[config.mk]
export PLATFORM = sky130hd
export DESIGN_NAME = decode_stage
export DESIGN_NICKNAME = d
export VERILOG_FILES = /design/src/rtl/decode_stage_pkg.sv /design/src/rtl/decode_stage_decoder.sv /design/src/rtl/decode_stage.sv
export SDC_FILE = /design/constraint.sdc
export NUM_CORES = 1
export LEC_CHECK = 0
export BUFFER_PORTS_ARGS = -buffer_cell sky130_fd_sc_hd__buf_4
export CORE_AREA = 3 3 167 104
export CTS_BUF_LIST = sky130_fd_sc_hd__clkbuf_4 sky130_fd_sc_hd__clkbuf_8
export DETAILED_ROUTE_END_ITERATION = 6
export DIE_AREA = 0 0 170 107
export HOLD_SLACK_MARGIN = 0.03
export PLACE_DENSITY = 0.78
export REMOVE_ABC_BUFFERS = 1
export SLEW_MARGIN = 15
export SYNTH_ARGS = -nofsm -noshare
export SYNTH_HDL_FRONTEND = slang
export SYNTH_SLANG_ARGS = --single-unit
[constraint.sdc]
create_clock -name clk -period 1.9 [get_ports clk]
set_input_delay 0.285 -clock clk [delete_from_list [all_inputs] [get_ports clk]]
set_output_delay 0.285 -clock clk [all_outputs]
set_load 0.05 [all_outputs]
[src/rtl/decode_stage_pkg.sv]
// Shared types for the RV32I decode stage: opcodes, ALU ops, immediate/memory selectors, ID/EX control word.
// DECODE_STAGE_M_EXT_EN adds the MUL/DIV ALU operations.
package decode_stage_pkg;

  localparam int XLEN = 32;

  typedef logic [XLEN-1:0] xlen_t;
  typedef logic [4:0]      reg_addr_t;

  localparam logic [6:0] OPC_LUI      = 7'b0110111;
  localparam logic [6:0] OPC_AUIPC    = 7'b0010111;
  localparam logic [6:0] OPC_JAL      = 7'b1101111;
  localparam logic [6:0] OPC_JALR     = 7'b1100111;
  localparam logic [6:0] OPC_BRANCH   = 7'b1100011;
  localparam logic [6:0] OPC_LOAD     = 7'b0000011;
  localparam logic [6:0] OPC_STORE    = 7'b0100011;
  localparam logic [6:0] OPC_OP_IMM   = 7'b0010011;
  localparam logic [6:0] OPC_OP       = 7'b0110011;
  localparam logic [6:0] OPC_MISC_MEM = 7'b0001111;
  localparam logic [6:0] OPC_SYSTEM   = 7'b1110011;

  // ALU_ADD must stay at 0 so a cleared control word means "add".
  typedef enum logic [4:0] {
    ALU_ADD, ALU_SUB, ALU_SLL, ALU_SLT, ALU_SLTU, ALU_XOR, ALU_SRL, ALU_SRA,
    ALU_OR, ALU_AND, ALU_PASS_B,
    ALU_BEQ, ALU_BNE, ALU_BLT, ALU_BGE, ALU_BLTU, ALU_BGEU
`ifdef DECODE_STAGE_M_EXT_EN
    , ALU_MUL, ALU_MULH, ALU_MULHSU, ALU_MULHU, ALU_DIV, ALU_DIVU, ALU_REM, ALU_REMU
`endif
  } alu_op_t;

  typedef enum logic [2:0] {IMM_NONE, IMM_I, IMM_S, IMM_B, IMM_U, IMM_J} imm_sel_t;

  typedef enum logic [2:0] {
    MEM_B  = 3'b000,
    MEM_H  = 3'b001,
    MEM_W  = 3'b010,
    MEM_BU = 3'b100,
    MEM_HU = 3'b101
  } mem_size_t;

  typedef struct packed {
    alu_op_t   alu_op;
    logic      src_a_pc;
    logic      src_b_imm;
    logic      mem_read;
    logic      mem_write;
    mem_size_t mem_size;
    logic      reg_write;
    logic      branch;
    logic      jump;
    logic      illegal;
  } id_ctrl_t;

endpackage

[src/rtl/decode_stage_decoder.sv]
// Combinational RV32I decoder: instruction word -> control word, immediate, rd and source-use flags.
// DECODE_STAGE_M_EXT_EN enables decoding of the M-extension OP encodings.
module instr_decoder
  import decode_stage_pkg::*;
(
  input  logic [31:0] instr,
  output id_ctrl_t    ctrl,
  output xlen_t       imm,
  output reg_addr_t   rd,
  output logic        uses_rs1,
  output logic        uses_rs2
);

  logic [6:0] opcode;
  logic [6:0] funct7;
  logic [2:0] funct3;
  imm_sel_t   imm_sel;
  logic       legal;

  assign opcode = instr[6:0];
  assign funct3 = instr[14:12];
  assign funct7 = instr[31:25];

  always_comb begin
    ctrl     = '0;
    imm_sel  = IMM_NONE;
    legal    = 1'b1;
    uses_rs1 = 1'b0;
    uses_rs2 = 1'b0;
    rd       = instr[11:7];
    case (opcode)
      OPC_LUI: begin
        imm_sel = IMM_U;
        ctrl.alu_op = ALU_PASS_B;
        ctrl.src_b_imm = 1'b1;
        ctrl.reg_write = 1'b1;
      end
      OPC_AUIPC: begin
        imm_sel = IMM_U;
        ctrl.src_a_pc = 1'b1;
        ctrl.src_b_imm = 1'b1;
        ctrl.reg_write = 1'b1;
      end
      OPC_JAL: begin
        imm_sel = IMM_J;
        ctrl.src_a_pc = 1'b1;
        ctrl.src_b_imm = 1'b1;
        ctrl.jump = 1'b1;
        ctrl.reg_write = 1'b1;
      end
      OPC_JALR: begin
        imm_sel = IMM_I;
        uses_rs1 = 1'b1;
        ctrl.src_b_imm = 1'b1;
        ctrl.jump = 1'b1;
        ctrl.reg_write = 1'b1;
        legal = (funct3 == 3'b000);
      end
      OPC_BRANCH: begin
        imm_sel = IMM_B;
        uses_rs1 = 1'b1;
        uses_rs2 = 1'b1;
        rd = '0;
        ctrl.branch = 1'b1;
        case (funct3)
          3'b000:  ctrl.alu_op = ALU_BEQ;
          3'b001:  ctrl.alu_op = ALU_BNE;
          3'b100:  ctrl.alu_op = ALU_BLT;
          3'b101:  ctrl.alu_op = ALU_BGE;
          3'b110:  ctrl.alu_op = ALU_BLTU;
          3'b111:  ctrl.alu_op = ALU_BGEU;
          default: legal = 1'b0;
        endcase
      end
      OPC_LOAD: begin
        imm_sel = IMM_I;
        uses_rs1 = 1'b1;
        ctrl.src_b_imm = 1'b1;
        ctrl.mem_read = 1'b1;
        ctrl.reg_write = 1'b1;
        ctrl.mem_size = mem_size_t'(funct3);
        legal = (funct3 inside {3'b000, 3'b001, 3'b010, 3'b100, 3'b101});
      end
      OPC_STORE: begin
        imm_sel = IMM_S;
        uses_rs1 = 1'b1;
        uses_rs2 = 1'b1;
        rd = '0;
        ctrl.src_b_imm = 1'b1;
        ctrl.mem_write = 1'b1;
        ctrl.mem_size = mem_size_t'(funct3);
        legal = (funct3 inside {3'b000, 3'b001, 3'b010});
      end
      OPC_OP_IMM: begin
        imm_sel = IMM_I;
        uses_rs1 = 1'b1;
        ctrl.src_b_imm = 1'b1;
        ctrl.reg_write = 1'b1;
        case (funct3)
          3'b000: ctrl.alu_op = ALU_ADD;
          3'b010: ctrl.alu_op = ALU_SLT;
          3'b011: ctrl.alu_op = ALU_SLTU;
          3'b100: ctrl.alu_op = ALU_XOR;
          3'b110: ctrl.alu_op = ALU_OR;
          3'b111: ctrl.alu_op = ALU_AND;
          3'b001: begin
            ctrl.alu_op = ALU_SLL;
            legal = (funct7 == 7'h00);
          end
          default: begin
            ctrl.alu_op = (funct7 == 7'h20) ? ALU_SRA : ALU_SRL;
            legal = (funct7 == 7'h00) || (funct7 == 7'h20);
          end
        endcase
      end
      OPC_OP: begin
        uses_rs1 = 1'b1;
        uses_rs2 = 1'b1;
        ctrl.reg_write = 1'b1;
        if (funct7 == 7'h00) begin
          case (funct3)
            3'b000:  ctrl.alu_op = ALU_ADD;
            3'b001:  ctrl.alu_op = ALU_SLL;
            3'b010:  ctrl.alu_op = ALU_SLT;
            3'b011:  ctrl.alu_op = ALU_SLTU;
            3'b100:  ctrl.alu_op = ALU_XOR;
            3'b101:  ctrl.alu_op = ALU_SRL;
            3'b110:  ctrl.alu_op = ALU_OR;
            default: ctrl.alu_op = ALU_AND;
          endcase
        end else if (funct7 == 7'h20 && funct3 == 3'b000) begin
          ctrl.alu_op = ALU_SUB;
        end else if (funct7 == 7'h20 && funct3 == 3'b101) begin
          ctrl.alu_op = ALU_SRA;
`ifdef DECODE_STAGE_M_EXT_EN
        end else if (funct7 == 7'h01) begin
          case (funct3)
            3'b000:  ctrl.alu_op = ALU_MUL;
            3'b001:  ctrl.alu_op = ALU_MULH;
            3'b010:  ctrl.alu_op = ALU_MULHSU;
            3'b011:  ctrl.alu_op = ALU_MULHU;
            3'b100:  ctrl.alu_op = ALU_DIV;
            3'b101:  ctrl.alu_op = ALU_DIVU;
            3'b110:  ctrl.alu_op = ALU_REM;
            default: ctrl.alu_op = ALU_REMU;
          endcase
`endif
        end else begin
          legal = 1'b0;
        end
      end
      OPC_MISC_MEM: legal = 1'b1;  // FENCE: nothing to order in an in-order core
      OPC_SYSTEM:   legal = 1'b0;  // no CSR/trap support behind this stage
      default:      legal = 1'b0;
    endcase
    if (!legal) begin
      ctrl.reg_write = 1'b0;
      ctrl.mem_read  = 1'b0;
      ctrl.mem_write = 1'b0;
      ctrl.branch    = 1'b0;
      ctrl.jump      = 1'b0;
      ctrl.illegal   = 1'b1;
    end
  end

  always_comb begin
    case (imm_sel)
      IMM_I:   imm = {{20{instr[31]}}, instr[31:20]};
      IMM_S:   imm = {{20{instr[31]}}, instr[31:25], instr[11:7]};
      IMM_B:   imm = {{19{instr[31]}}, instr[31], instr[7], instr[30:25], instr[11:8], 1'b0};
      IMM_U:   imm = {instr[31:12], 12'b0};
      IMM_J:   imm = {{11{instr[31]}}, instr[31], instr[19:12], instr[20], instr[30:21], 1'b0};
      default: imm = '0;
    endcase
  end

endmodule

[src/rtl/decode_stage.sv]
// RV32I decode stage with ID/EX register, one-bubble load-use interlock and EX flush.
// DECODE_STAGE_M_EXT_EN enables MUL/DIV decode in the instruction decoder.
module decode_stage
  import decode_stage_pkg::*;
#(
  parameter xlen_t RESET_PC = 32'h0000_0000
) (
  input  logic            clk,
  input  logic            rst,
  input  logic            if_valid_i,
  output logic            if_ready_o,
  input  logic [31:0]     if_instr_i,
  input  logic [XLEN-1:0] if_pc_i,
  output logic [4:0]      rs1_addr_o,
  output logic [4:0]      rs2_addr_o,
  input  logic [XLEN-1:0] rs1_data_i,
  input  logic [XLEN-1:0] rs2_data_i,
  input  logic            flush_i,
  input  logic            ex_ready_i,
  output logic            ex_valid_o,
  output logic [XLEN-1:0] ex_pc_o,
  output logic [XLEN-1:0] ex_rs1_data_o,
  output logic [XLEN-1:0] ex_rs2_data_o,
  output logic [XLEN-1:0] ex_imm_o,
  output logic [4:0]      ex_rs1_addr_o,
  output logic [4:0]      ex_rs2_addr_o,
  output logic [4:0]      ex_rd_addr_o,
  output id_ctrl_t        ex_ctrl_o
);

  id_ctrl_t  dec_ctrl;
  xlen_t     dec_imm;
  reg_addr_t dec_rd;
  logic      uses_rs1;
  logic      uses_rs2;
  logic      advance;
  logic      hazard;

  instr_decoder u_dec (
    .instr    (if_instr_i),
    .ctrl     (dec_ctrl),
    .imm      (dec_imm),
    .rd       (dec_rd),
    .uses_rs1 (uses_rs1),
    .uses_rs2 (uses_rs2)
  );

  assign rs1_addr_o = if_instr_i[19:15];
  assign rs2_addr_o = if_instr_i[24:20];

  assign advance = !ex_valid_o || ex_ready_i;

  // Load in ID/EX whose result a source of the incoming instruction needs.
  assign hazard = if_valid_i && ex_valid_o && ex_ctrl_o.mem_read && (ex_rd_addr_o != 5'd0) &&
                  ((uses_rs1 && rs1_addr_o == ex_rd_addr_o) ||
                   (uses_rs2 && rs2_addr_o == ex_rd_addr_o));

  assign if_ready_o = !rst && (flush_i || (advance && !hazard));

  always_ff @(posedge clk) begin
    if (rst) begin
      ex_valid_o    <= 1'b0;
      ex_pc_o       <= RESET_PC;
      ex_rs1_data_o <= '0;
      ex_rs2_data_o <= '0;
      ex_imm_o      <= '0;
      ex_rs1_addr_o <= '0;
      ex_rs2_addr_o <= '0;
      ex_rd_addr_o  <= '0;
      ex_ctrl_o     <= '0;
    end else if (flush_i) begin
      ex_valid_o <= 1'b0;
    end else if (advance) begin
      if (hazard || !if_valid_i) begin
        ex_valid_o <= 1'b0;
      end else begin
        ex_valid_o    <= 1'b1;
        ex_pc_o       <= if_pc_i;
        ex_rs1_data_o <= rs1_data_i;
        ex_rs2_data_o <= rs2_data_i;
        ex_imm_o      <= dec_imm;
        ex_rs1_addr_o <= rs1_addr_o;
        ex_rs2_addr_o <= rs2_addr_o;
        ex_rd_addr_o  <= dec_rd;
        ex_ctrl_o     <= dec_ctrl;
      end
    end
  end

endmodule
-- Yosys cells after proc, flatten, opt, wreduce, memory -nomap -nowiden
Index checks and enable logic that the tools add are counted.
- equal/unequal tests: 25
- muxes and demuxes: 30
- bitwise gates (word level): 2
- reductions and logical operators: 39
- operators by type and width (kind ; number):
    one-hot mux 32 bit (5 select lines) ; 1
    one-hot mux 5 bit (7 select lines) ; 1
    one-hot mux 5 bit (6 select lines) ; 1
    == test 7 x 6 -> 1 bit, second input constant ; 4
    one-hot mux 4 bit (7 select lines) ; 1
    == test 7 bit, second input constant ; 3
    one-hot mux 5 bit (4 select lines) ; 1
    == test 3 bit, second input constant ; 6
    OR reduction 6 bit ; 3
    two-way mux 1 bit ; 15
    two-way mux 5 bit ; 3
    one-hot mux 3 bit (5 select lines) ; 1
    == test 7 x 5 -> 1 bit, second input constant ; 2
    OR reduction 7 bit ; 2
    == test 3 x 2 -> 1 bit, second input constant ; 4
    OR reduction 2 bit ; 6
    == test 5 bit ; 2
    logical AND 1 bit ; 10
    nonzero test 5 bit ; 2
    == test 7 x 2 -> 1 bit, second input constant ; 1
    == test 7 x 4 -> 1 bit, second input constant ; 1
    zero test 7 bit ; 1
    one-hot mux 1 bit (7 select lines) ; 1
    == test 3 x 1 -> 1 bit, second input constant ; 2
    12 further kinds ; 22
- flip-flop bits (word level): 160
- input bits: 133
- output and inout bits: 171
- logic and storage cells: 114

-- Logic depth before layout (Yosys ltp)
Gate-level depths: netlist (run 1).
- depth in word-level cells: 10
- depth in mapped cells: 10
- depth with buffers taken out: 6

-- Hierarchy
From an unflattened synthesis (run 1), not the netlist that was laid out.
- cells, all modules: 895
- area, all modules: 8675.8 sq um
- by module, submodules not included (module ; times used ; cells each ; area each (sq um) ; sequential area each (sq um)):
    decode_stage ; 1 ; 723 ; 7455.9 ; 3203.1
    instr_decoder ; 1 ; 172 ; 1219.9 ; 0.0

-- Least setup slack after synthesis (run 1)
OpenSTA, ideal clock, no wires.
- kind: reg-to-output
- from: register ex_rd_addr_o[1]
- to: output if_ready_o
- arrival: 2890 ps
- setup slack: -1275 ps
- cell stages (with the launch flop): 9
- buffers on the path: 3
- path through: dfxtp_1 -> xnor2_1 -> o2111ai_2 -> nor4_2 -> o2111a_2 -> buf_6 -> buf_6 -> buf_4 -> a211oi_1
- longest elaborated chain between the ends: 8
- RTL lines (item ; RTL line ; text):
    start, declared ; decode_stage.sv:27 ; output logic [4:0] ex_rd_addr_o,
    start signal, assigned ; decode_stage.sv:84 ; ex_rd_addr_o <= dec_rd;
    == test 5 bit, on equally long branches ; decode_stage.sv:55, decode_stage.sv:56 ;
    logical AND 1 bit, on equally long branches ; decode_stage.sv:55, decode_stage.sv:56 ;
    logical OR 1 bit ; decode_stage.sv:55 ; ((uses_rs1 && rs1_addr_o == ex_rd_addr_o) ||
    logical AND 1 bit * ; decode_stage.sv:54 ; assign hazard = if_valid_i && ex_valid_o && ex_ctrl_o.mem_read && (ex_rd_addr_o != 5'd0) &&
    zero test 1 bit * ; decode_stage.sv:58 ; assign if_ready_o = !rst && (flush_i || (advance && !hazard));
    logical AND 1 bit * ; decode_stage.sv:58 ;
    logical OR 1 bit * ; decode_stage.sv:58 ;
    logical AND 1 bit * ; decode_stage.sv:58 ;
    end, declared ; decode_stage.sv:11 ; output logic if_ready_o,
Every way passes the cells marked *; elsewhere a longest branch is shown, timed or not.

-- Worst setup path after layout (run 1)
- from: register ex_rd_addr_o[2]
- to: output if_ready_o
The elaborated chain is that of the path after synthesis.

==> results of run 1 <==
==> registers in the layout, indices dropped and copies added, names as in the netlist <==
name           count
ex_rs1_data_o     32
ex_imm_o          32
ex_pc_o           32
ex_rs1_addr_o      5
ex_rs2_data_o     32
ex_rd_addr_o       5
ex_rs2_addr_o      5
ex_ctrl_o         16
ex_valid_o         1
==> through the flow <==
step           TNS [ns]  hold slack, ns  cells
2_1_floorplan   -732.87           0.354    783
4_1_cts          -45.17          0.0444   1474
5_1_grt          -61.80          0.0577   1489
6_report         -49.59          0.0827   1489
3_5_place_dp     -30.30           0.451   1392
3_3_place_gp     -18.58           0.445   1392
==> cell usage in the layout (no fill, tap or decap), types with 9 or more instances in the layout <==
master and n:
sky130_fd_sc_hd__buf_16 21, sky130_fd_sc_hd__nand4_1 12, sky130_fd_sc_hd__a21oi_2 105, sky130_fd_sc_hd__a311oi_2 10, sky130_fd_sc_hd__clkbuf_8 17, sky130_fd_sc_hd__buf_4 389
sky130_fd_sc_hd__nand3_2 33, sky130_fd_sc_hd__nand3_4 71, sky130_fd_sc_hd__clkbuf_16 12, sky130_fd_sc_hd__a21oi_1 43, sky130_fd_sc_hd__nand2_1 35, sky130_fd_sc_hd__buf_12 21
sky130_fd_sc_hd__a211oi_2 9, sky130_fd_sc_hd__nor2_1 18, sky130_fd_sc_hd__nand2b_1 14, sky130_fd_sc_hd__dfxtp_1 156, sky130_fd_sc_hd__o21ai_2 24, sky130_fd_sc_hd__buf_6 15
sky130_fd_sc_hd__nand3_1 12, sky130_fd_sc_hd__o21ai_1 37, sky130_fd_sc_hd__o21ai_0 85
==> cell type report <==
| class | count | share of cell area |
|---|---|---|
| sequential | 160 | 0.235 |
| inverter | 5 | 0.00137 |
| tap | 209 | 0.0191 |
| multi-input combinational | 618 | 0.386 |
| clock buffer | 17 | 0.0171 |
| timing repair buffer | 467 | 0.331 |
| clock inverter | 13 | 0.0113 |
==> cells by family (layout without fill, tap and decap cells) <==
kind of cell,Yosys count,count (layout),synth area share
AO/OA/AOI/OAI,357,357,0.279
XOR/XNOR,13,13,0.0159
buffers and inverters,115,502,0.0715
flip-flops,160,160,0.448
multiplexers,3,3,0.00420
AND/OR/NAND/NOR,245,245,0.181
==> power by group through the flow <==
stage | combinational, mW | sequential, mW | clock, mW
4_1_cts | 1.81 | 3.57 | 2.64
5_1_grt | 2.21 | 3.60 | 2.82
2_1_floorplan | 0.354 | 4.11 | 0
6_report | 2.13 | 3.59 | 2.68
3_3_place_gp | 1.68 | 3.64 | 0
3_5_place_dp | 1.70 | 3.64 | 0
==> layer usage <==
metal | global-route usage | vias to the layer above
li1 | - | 4040
met1 | 0.469 | 4605
met2 | 0.544 | 670
met3 | 0.0976 | 149
met4 | 0.102 | 0
met5 | 0 | -
==> worst max path at each step <==
stage                                             from  cells after the start  slack [ns]                              to
final                     ex_rd_addr_o[2]$_SDFFE_PP0P_                      8       -0.47                      if_ready_o
after detailed placement                 if_instr_i[6]                      9       -0.24  ex_rs2_data_o[12]$_SDFFE_PP0P_
after global placement                  if_instr_i[27]                      8       -0.21       ex_ctrl_o[0]$_SDFFE_PP0P_
after global routing      ex_rd_addr_o[1]$_SDFFE_PP0P_                      7       -0.57                      if_ready_o
after CTS                 ex_rd_addr_o[3]$_SDFFE_PP0P_                      8       -0.43                      if_ready_o
after floorplan           ex_rd_addr_o[1]$_SDFFE_PP0P_                      6       -5.28       ex_ctrl_o[0]$_SDFFE_PP0P_
==> timing repair <==
action	CTS	global route
setup endpoints to repair	161	161
hold buffers	1	0
setup buffers	40	15
gates resized for setup	201	294
pin swaps	96	145
endpoints found under the hold margin	1	0
gates cloned	28	14
==> worst reg2reg max path, delay by kind of cell, from the launching register on <==
kind / cells / cell delay [ns]
xor+xnor: 1 / 0.16
compound gates: 4 / 0.75
simple gates: 1 / 0.33
flops: 1 / 0.37
buf+inv: 5 / 0.64
==> impl_metrics.csv, run 1 <==
group,metric,value,unit
outcome,outcome,"finished, violations left",
yosys,yosys_warnings,0,
hold_path,hold_depth,3,
cts,clock_latency_on_the_worst_skew_pair,0.46,ns
critical_path,critical_path_peak_fanout,2,
place,place.gp.congestion,0.912,
power_and_ir_drop,switching_power,2.94,mW
yosys,syn-cell-area,0.00714,mm^2
cells_and_area,area.sequential,0.00322,mm^2
place,half_perimeter_wire_length_of_the_detailed_placement_result,19400,um
cts,max-clock-path-buffers,2,
route,detail_route.vias_per_cell,6.36,
power_and_ir_drop,p_leak,5.23,nW
yosys,yosysMostFrequentCell,"sky130_fd_sc_hd__dfxtp_1",
critical_path,worstPathCellList,"buf_4 > xnor2_1 > nand4_1 > nor3_2 > o2111a_2 > buf_6 > a211oi_4 > buf_6",
sta,fin_crit,2.37,ns
die,floorplan.die_area,0.0182,mm^2
yosys,syn-instance-count,893,
outcome,violations_in_the_final_reports,"setup timing",
route,maxUsedRoutingLayer,"met4",
cells_and_area,antenna_cells,0,
route,drt_drc_violations_left,0,
critical_path,critical-path-slowest-cell,"sky130_fd_sc_hd__dfxtp_4",
yosys,synth.distinct_cells,57,
grt,antenna_found_initial,0,
hold_path,timing.hold.worst_endpoint,"ex_rs2_data_o[30]$_SDFFE_PP0P_",
yosys,synth_largest_area_cell,"sky130_fd_sc_hd__dfxtp_1",
route,wl_met2,17600,um
die,die_height,107,um
sta,finalHoldViolCount,0,
yosys,count_of_flip_flops_with_a_built_in_enable_after_synthesis,0,
critical_path,timing.critical_path.buf_inv,3,
die,dieWidth,170,um
cells_and_area,fillerInstances,793,
cells_and_area,final_util,0.855,
critical_path,critical-path-max-stage-delay,0.37,ns
route,detail_route.first_pass.iterations,5,
critical_path,cp-start-kind,"flip-flop",
cts,cts_inserted_buffers,17,
critical_path,top_cell_family_by_delay_on_the_critical_path,"compound AO/OA/AOI/OAI gates",
cts,cts.htree.levels,4,
route,drt_iter0_drc,1164,
critical_path,setup.worst_path.class,"flip-flop to output port",
route,met3_wirelength,4180,um
cts,cts_sinks,160,
cts,clk_root_buffer_cell,"sky130_fd_sc_hd__clkbuf_8",
critical_path,cp_common_cell,"sky130_fd_sc_hd__buf_6",
critical_path,worstPathRequired,1.62,ns
power_and_ir_drop,combPwrFrac,0.254,
sta,crit_share_post_route,1.25,
sta,max_freq,421,MHz
critical_path,reg2reg_to,"ex_rs2_data_o[0]$_SDFFE_PP0P_",
power_and_ir_drop,peakVddDrop,0.515,mV
power_and_ir_drop,report.power.total,8.41,mW
hold_path,holdCritPathClass,"input pin to flip-flop",
cts,clk_transition_reported_paths,0.11,ns
die,design.core.area,0.0160,mm^2
power_and_ir_drop,pwr_density_cell,613,mW/mm^2
cells_and_area,design.final.nets,1402,
grt,global_route_wire_length_before_repair,49300,um
power_and_ir_drop,switching_share,0.350,
power_and_ir_drop,seq_power_share,0.427,
critical_path,ff2ff_path_depth,11,
job,timing.max_cap.violations,0,
cts,cts_tree,"done",
sta,fin_worst_skew,0.0195,ns
yosys,synth-seq-cells,160,
cells_and_area,synthToLayoutAreaGrowth,92.0,%
place,io_buffers,303,
route,wl_met1,15000,um
place,dpl_worst_slack,-0.244,ns
place,placement.cell_area,0.0101,mm^2
cells_and_area,multiInputGateArea,0.00529,mm^2
sta,worstMarginPinSlew,0.859,ns
grt,overflow,0,
route,routed-via-count,9464,
power_and_ir_drop,cell_internal_power,5.46,mW
sta,slew_viol_final,0,
sta,rsz0062_at_grt,"yes",
hold_path,hold_sp,"rs2_data_i[30]",
yosys,synthFlopType,"sky130_fd_sc_hd__dfxtp_1",
critical_path,worst_r2r_startpoint,"ex_rd_addr_o[2]$_SDFFE_PP0P_",
yosys,synthArstFlopShare,0,
grt,grt_pass1_vias,8538,
yosys,syn_area_per_cell,8.00,um^2
grt,globalRouteTotalUtil,0.347,
die,start_util,0.446,
route,postRouteAntennaNets,0,
sta,timing.final.ws_setup,-0.474,ns
grt,grt_start_max_net_pins,99,
power_and_ir_drop,share_clk_of_total_power,0.319,
route,detail_route.wl_per_cell,25.7,um
sta,finalSetupViolations,161,
die,floorplan.rows,36,
yosys,yosys-top-cells-area,"sky130_fd_sc_hd__dfxtp_1 (45%), sky130_fd_sc_hd__a21oi_1 (11%), sky130_fd_sc_hd__o21ai_0 (9.8%)",
route,finalWirelength,38300,um
critical_path,reg2reg_setup_slack,-0.42,ns
yosys,netlist_top_cells_count,"sky130_fd_sc_hd__dfxtp_1 (160), sky130_fd_sc_hd__a21oi_1 (151), sky130_fd_sc_hd__o21ai_0 (140), sky130_fd_sc_hd__nand3_1 (116), sky130_fd_sc_hd__clkbuf_1 (71)",
sta,slew_headroom,0.427,
die,top_level_ports,304,
critical_path,cp_data_arrival_time,2.09,ns
yosys,portion_of_the_post_synthesis_area_used_by_sequential_elements,0.448,
yosys,synth_top_area_share,0.448,
cells_and_area,fin_area,0.0137,mm^2
cells_and_area,post_route_cells_drive_above_1_share,0.613,
critical_path,timing.critical_path.to_type,"output port",
(Power assumes the default switching activity.)
==> run 2: changes to the inputs <==
ABC_AREA = 1   (was default)
CORE_AREA = 3 3 164 102   (was 3 3 167 104)
DIE_AREA = 0 0 167 105   (was 0 0 170 107)
REMOVE_ABC_BUFFERS = default   (was 1)
==> run 2 against run 1 <==
Net effect:
- register-to-register slack improved by 0.26 ns
- clock power grew 2%
- critical endpoint unchanged
- flip-flop and latch count did not move
- the run still ends with setup timing left
- combinational power is 16% lower
==> impl_metrics.csv, run 2 <==
group,metric,value,unit
grt,globalRouteTotalUtil,0.242,
critical_path,top_cell_family_by_delay_on_the_critical_path,"simple AND/OR/NAND/NOR gates",
cells_and_area,final_util,0.698,
critical_path,timing.critical_path.buf_inv,2,
place,io_buffers,303,
power_and_ir_drop,pwr_density_cell,756,mW/mm^2
route,drt_drc_violations_left,0,
yosys,postSynthNetCount,1069,
sta,finalSetupViolations,138,
cts,cts.htree.levels,4,
die,start_util,0.438,
yosys,synth_largest_area_cell,"sky130_fd_sc_hd__dfxtp_1",
cts,clk_transition_reported_paths,0.11,ns
outcome,outcome,"finished, violations left",
sta,crit_share_post_route,1.09,
yosys,syn-instance-count,936,
cells_and_area,synthToLayoutAreaGrowth,59.5,%
sta,timing.final.ws_setup,-0.167,ns
route,routed-via-count,7676,
yosys,synth-seq-cells,160,
sta,worstMarginPinSlew,0.428,ns
yosys,syn-cell-area,0.00669,mm^2
yosys,count_of_flip_flops_with_a_built_in_enable_after_synthesis,0,
critical_path,ff2ff_path_depth,13,
sta,slew_headroom,0.711,
yosys,synthArstFlopShare,0,
place,half_perimeter_wire_length_of_the_detailed_placement_result,16600,um
outcome,violations_in_the_final_reports,"setup timing",
cells_and_area,fillerInstances,1256,
route,finalWirelength,26500,um
die,floorplan.die_area,0.0175,mm^2
route,detail_route.first_pass.iterations,5,
route,postRouteAntennaNets,0,
cells_and_area,mostFrequentLayoutCell,"sky130_fd_sc_hd__nand2_1",
grt,global_route_wire_length_before_repair,34800,um
critical_path,worstPathRequired,1.62,ns
place,place.gp.congestion,0.958,
power_and_ir_drop,peakVddDrop,0.566,mV
hold_path,holdCritPathClass,"input pin to flip-flop",
sta,rsz0062_at_grt,"yes",
critical_path,cp-start-kind,"flip-flop",
sta,max_freq,484,MHz
die,design.core.area,0.0153,mm^2
yosys,yosysMostFrequentCell,"sky130_fd_sc_hd__nand2_1",
power_and_ir_drop,report.power.total,8.07,mW
critical_path,timing.critical_path.to_type,"output port",
power_and_ir_drop,p_leak,4.93,nW
grt,grt_pass1_vias,6611,
yosys,synthFlopType,"sky130_fd_sc_hd__dfxtp_1",
die,top_level_ports,304,
route,detail_route.wl_per_cell,17.6,um
cells_and_area,antenna_cells,0,
yosys,syn_area_per_cell,7.15,um^2
grt,grt_start_max_net_pins,76,
die,floorplan.rows,35,
critical_path,setup.worst_path.class,"flip-flop to output port",
yosys,yosys_warnings,0,
yosys,portion_of_the_post_synthesis_area_used_by_sequential_elements,0.479,
grt,antenna_found_initial,0,
sta,fin_crit,2.07,ns
cts,max-clock-path-buffers,2,
die,die_height,105,um
critical_path,cp_common_cell,"sky130_fd_sc_hd__nand2_1",
critical_path,critical-path-max-stage-delay,0.38,ns
critical_path,worstPathCellList,"inv_2 > nand2_1 > nand2_1 > nand2_1 > nor2_2 > nand3_1 > nand2_1 > nand3_2 > nand2_2 > a21oi_4 > buf_8",
cells_and_area,design.final.nets,1423,
yosys,synth_top_area_share,0.479,
critical_path,critical_path_peak_fanout,5,
cells_and_area,layout.cells.most_common_list,"sky130_fd_sc_hd__nand2_1 (380), sky130_fd_sc_hd__buf_4 (350), sky130_fd_sc_hd__dfxtp_1 (155)",
job,timing.max_cap.violations,0,
cts,clock_latency_on_the_worst_skew_pair,0.45,ns
yosys,netlist_top_cells_count,"sky130_fd_sc_hd__nand2_1 (387), sky130_fd_sc_hd__dfxtp_1 (160), sky130_fd_sc_hd__a21oi_1 (157), sky130_fd_sc_hd__nor2_1 (46), sky130_fd_sc_hd__inv_1 (44)",
yosys,synth.distinct_cells,31,
grt,overflow,0,
critical_path,critical-path-slowest-cell,"sky130_fd_sc_hd__dfxtp_4",
critical_path,cp_data_arrival_time,1.78,ns
cells_and_area,post_route_cells_drive_above_1_share,0.361,
sta,finalHoldViolCount,0,
cts,clk_root_buffer_cell,"sky130_fd_sc_hd__clkbuf_8",
yosys,yosys-top-cells-area,"sky130_fd_sc_hd__dfxtp_1 (48%), sky130_fd_sc_hd__nand2_1 (22%), sky130_fd_sc_hd__a21oi_1 (12%)",
cts,cts_sinks,160,
route,drt_iter0_drc,668,
hold_path,hold_depth,3,
die,dieWidth,167,um
route,detail_route.vias_per_cell,5.10,
sta,fin_worst_skew,0.0220,ns
cts,cts_tree,"done",
sta,slew_viol_final,0,
cts,cts_inserted_buffers,17,
critical_path,worst-path-stages,11,
run 2: cell count changes in the layout (fill, tap and decap cells not counted), sizes merged, moves of 8 or more:
cell	before	now
buf	453	378
xnor2	10	2
nor2	19	50
or4	14	0
nand4	12	3
clkbuf	29	39
nand2	37	388
a211oi	12	1
a311oi	11	0
inv	11	53
nand2b	14	0
o21ai	146	24
nand3	116	17
run 2: final timing paths:
| check | slack (ns) | endpoint | from |
|---|---|---|---|
| max | -0.17 | if_ready_o | ex_rd_addr_o[1]$_SDFFE_PP0P_ |
| max reg2reg | -0.16 | ex_rs1_data_o[27]$_SDFFE_PP0P_ | ex_rd_addr_o[1]$_SDFFE_PP0P_ |
| min | 0.08 | ex_rs1_data_o[15]$_SDFFE_PP0P_ | rs1_data_i[15] |
| min reg2reg | 0.47 | ex_imm_o[31]$_SDFFE_PP0P_ | ex_imm_o[31]$_SDFFE_PP0P_ |
run 2: kinds of logic after synthesis:
family                    count (synthesis)  synth area share
AOI/OAI and AO/OA                       192             0.148
xor gates and xnor gates                  9            0.0118
and+or+nand+nor                         465             0.276
DFF                                     160             0.479
buffers and inverters                   110            0.0853
run 2: layout make-up:
| type | instances | area (um^2) | share of cell area |
|---|---|---|---|
| Tap cell | 203 | 254 | 0.0238 |
| Sequential cell | 160 | 3210 | 0.301 |
| Clock inverter | 13 | 164 | 0.0154 |
| Multi-Input combinational cell | 666 | 3000 | 0.282 |
| Timing Repair Buffer | 399 | 3600 | 0.337 |
| Clock buffer | 19 | 262 | 0.0245 |
| Inverter | 46 | 173 | 0.0162 |
run 2: metal layers:
layer | share of wire | vias up | global-route usage
met1 | 0.44 | 3586 | 0.332
met5 | 0 | - | 0
met2 | 0.44 | 382 | 0.366
li1 | - | 3679 | -
met3 | 0.11 | 29 | 0.0873
met4 | 0.012 | 0 | 0.0541
run 2: repair_timing:
| action | CTS | global route |
|---|---|---|
| buffers inserted | 1 | 14 |
| gates resized for setup | 5 | 40 |
| endpoints found under the setup margin | 1 | 160 |
| hold buffers | 1 | 0 |
| pin swaps | 0 | 9 |
| endpoints found under the hold margin | 1 | 0 |
| cloned | 0 | 29 |
run 2: worst reg2reg max path, delay by kind of cell (launching register included):
| family | cells | cell delay [ns] |
|---|---|---|
| AOI/OAI and AO/OA | 1 | 0.18 |
| buffers and inverters | 5 | 0.65 |
| and+or+nand+nor | 7 | 0.76 |
| DFF | 1 | 0.38 |
run 2: through the flow:
| stage | setup TNS (ns) | instances | worst slack (ns) | cell area [um^2] | hold slack, ns |
|---|---|---|---|---|---|
| final | -11.32 | 1506 | -0.167 | 10700 | 0.0789 |
| after global routing | -34.43 | 1506 | -0.321 | 10700 | 0.0522 |
| after CTS | -0.639 | 1463 | -0.139 | 9780 | 0.0541 |
| after detailed placement | -21.34 | 1429 | -0.207 | 9320 | 0.455 |
| after global placement | -16.54 | 1429 | -0.129 | 9320 | 0.451 |
| after floorplan | 0 | 936 | 0.114 | 6710 | 0.363 |
run 2: where the power goes:
group          leakage, nW  switching [mW]  total (mW)  internal [mW]
Combinational         3.41            1.07        1.78          0.710
Sequential            1.31          0.0773        3.55           3.48
Clock                0.218            1.43        2.73           1.30
Total                 4.93            2.58        8.07           5.48
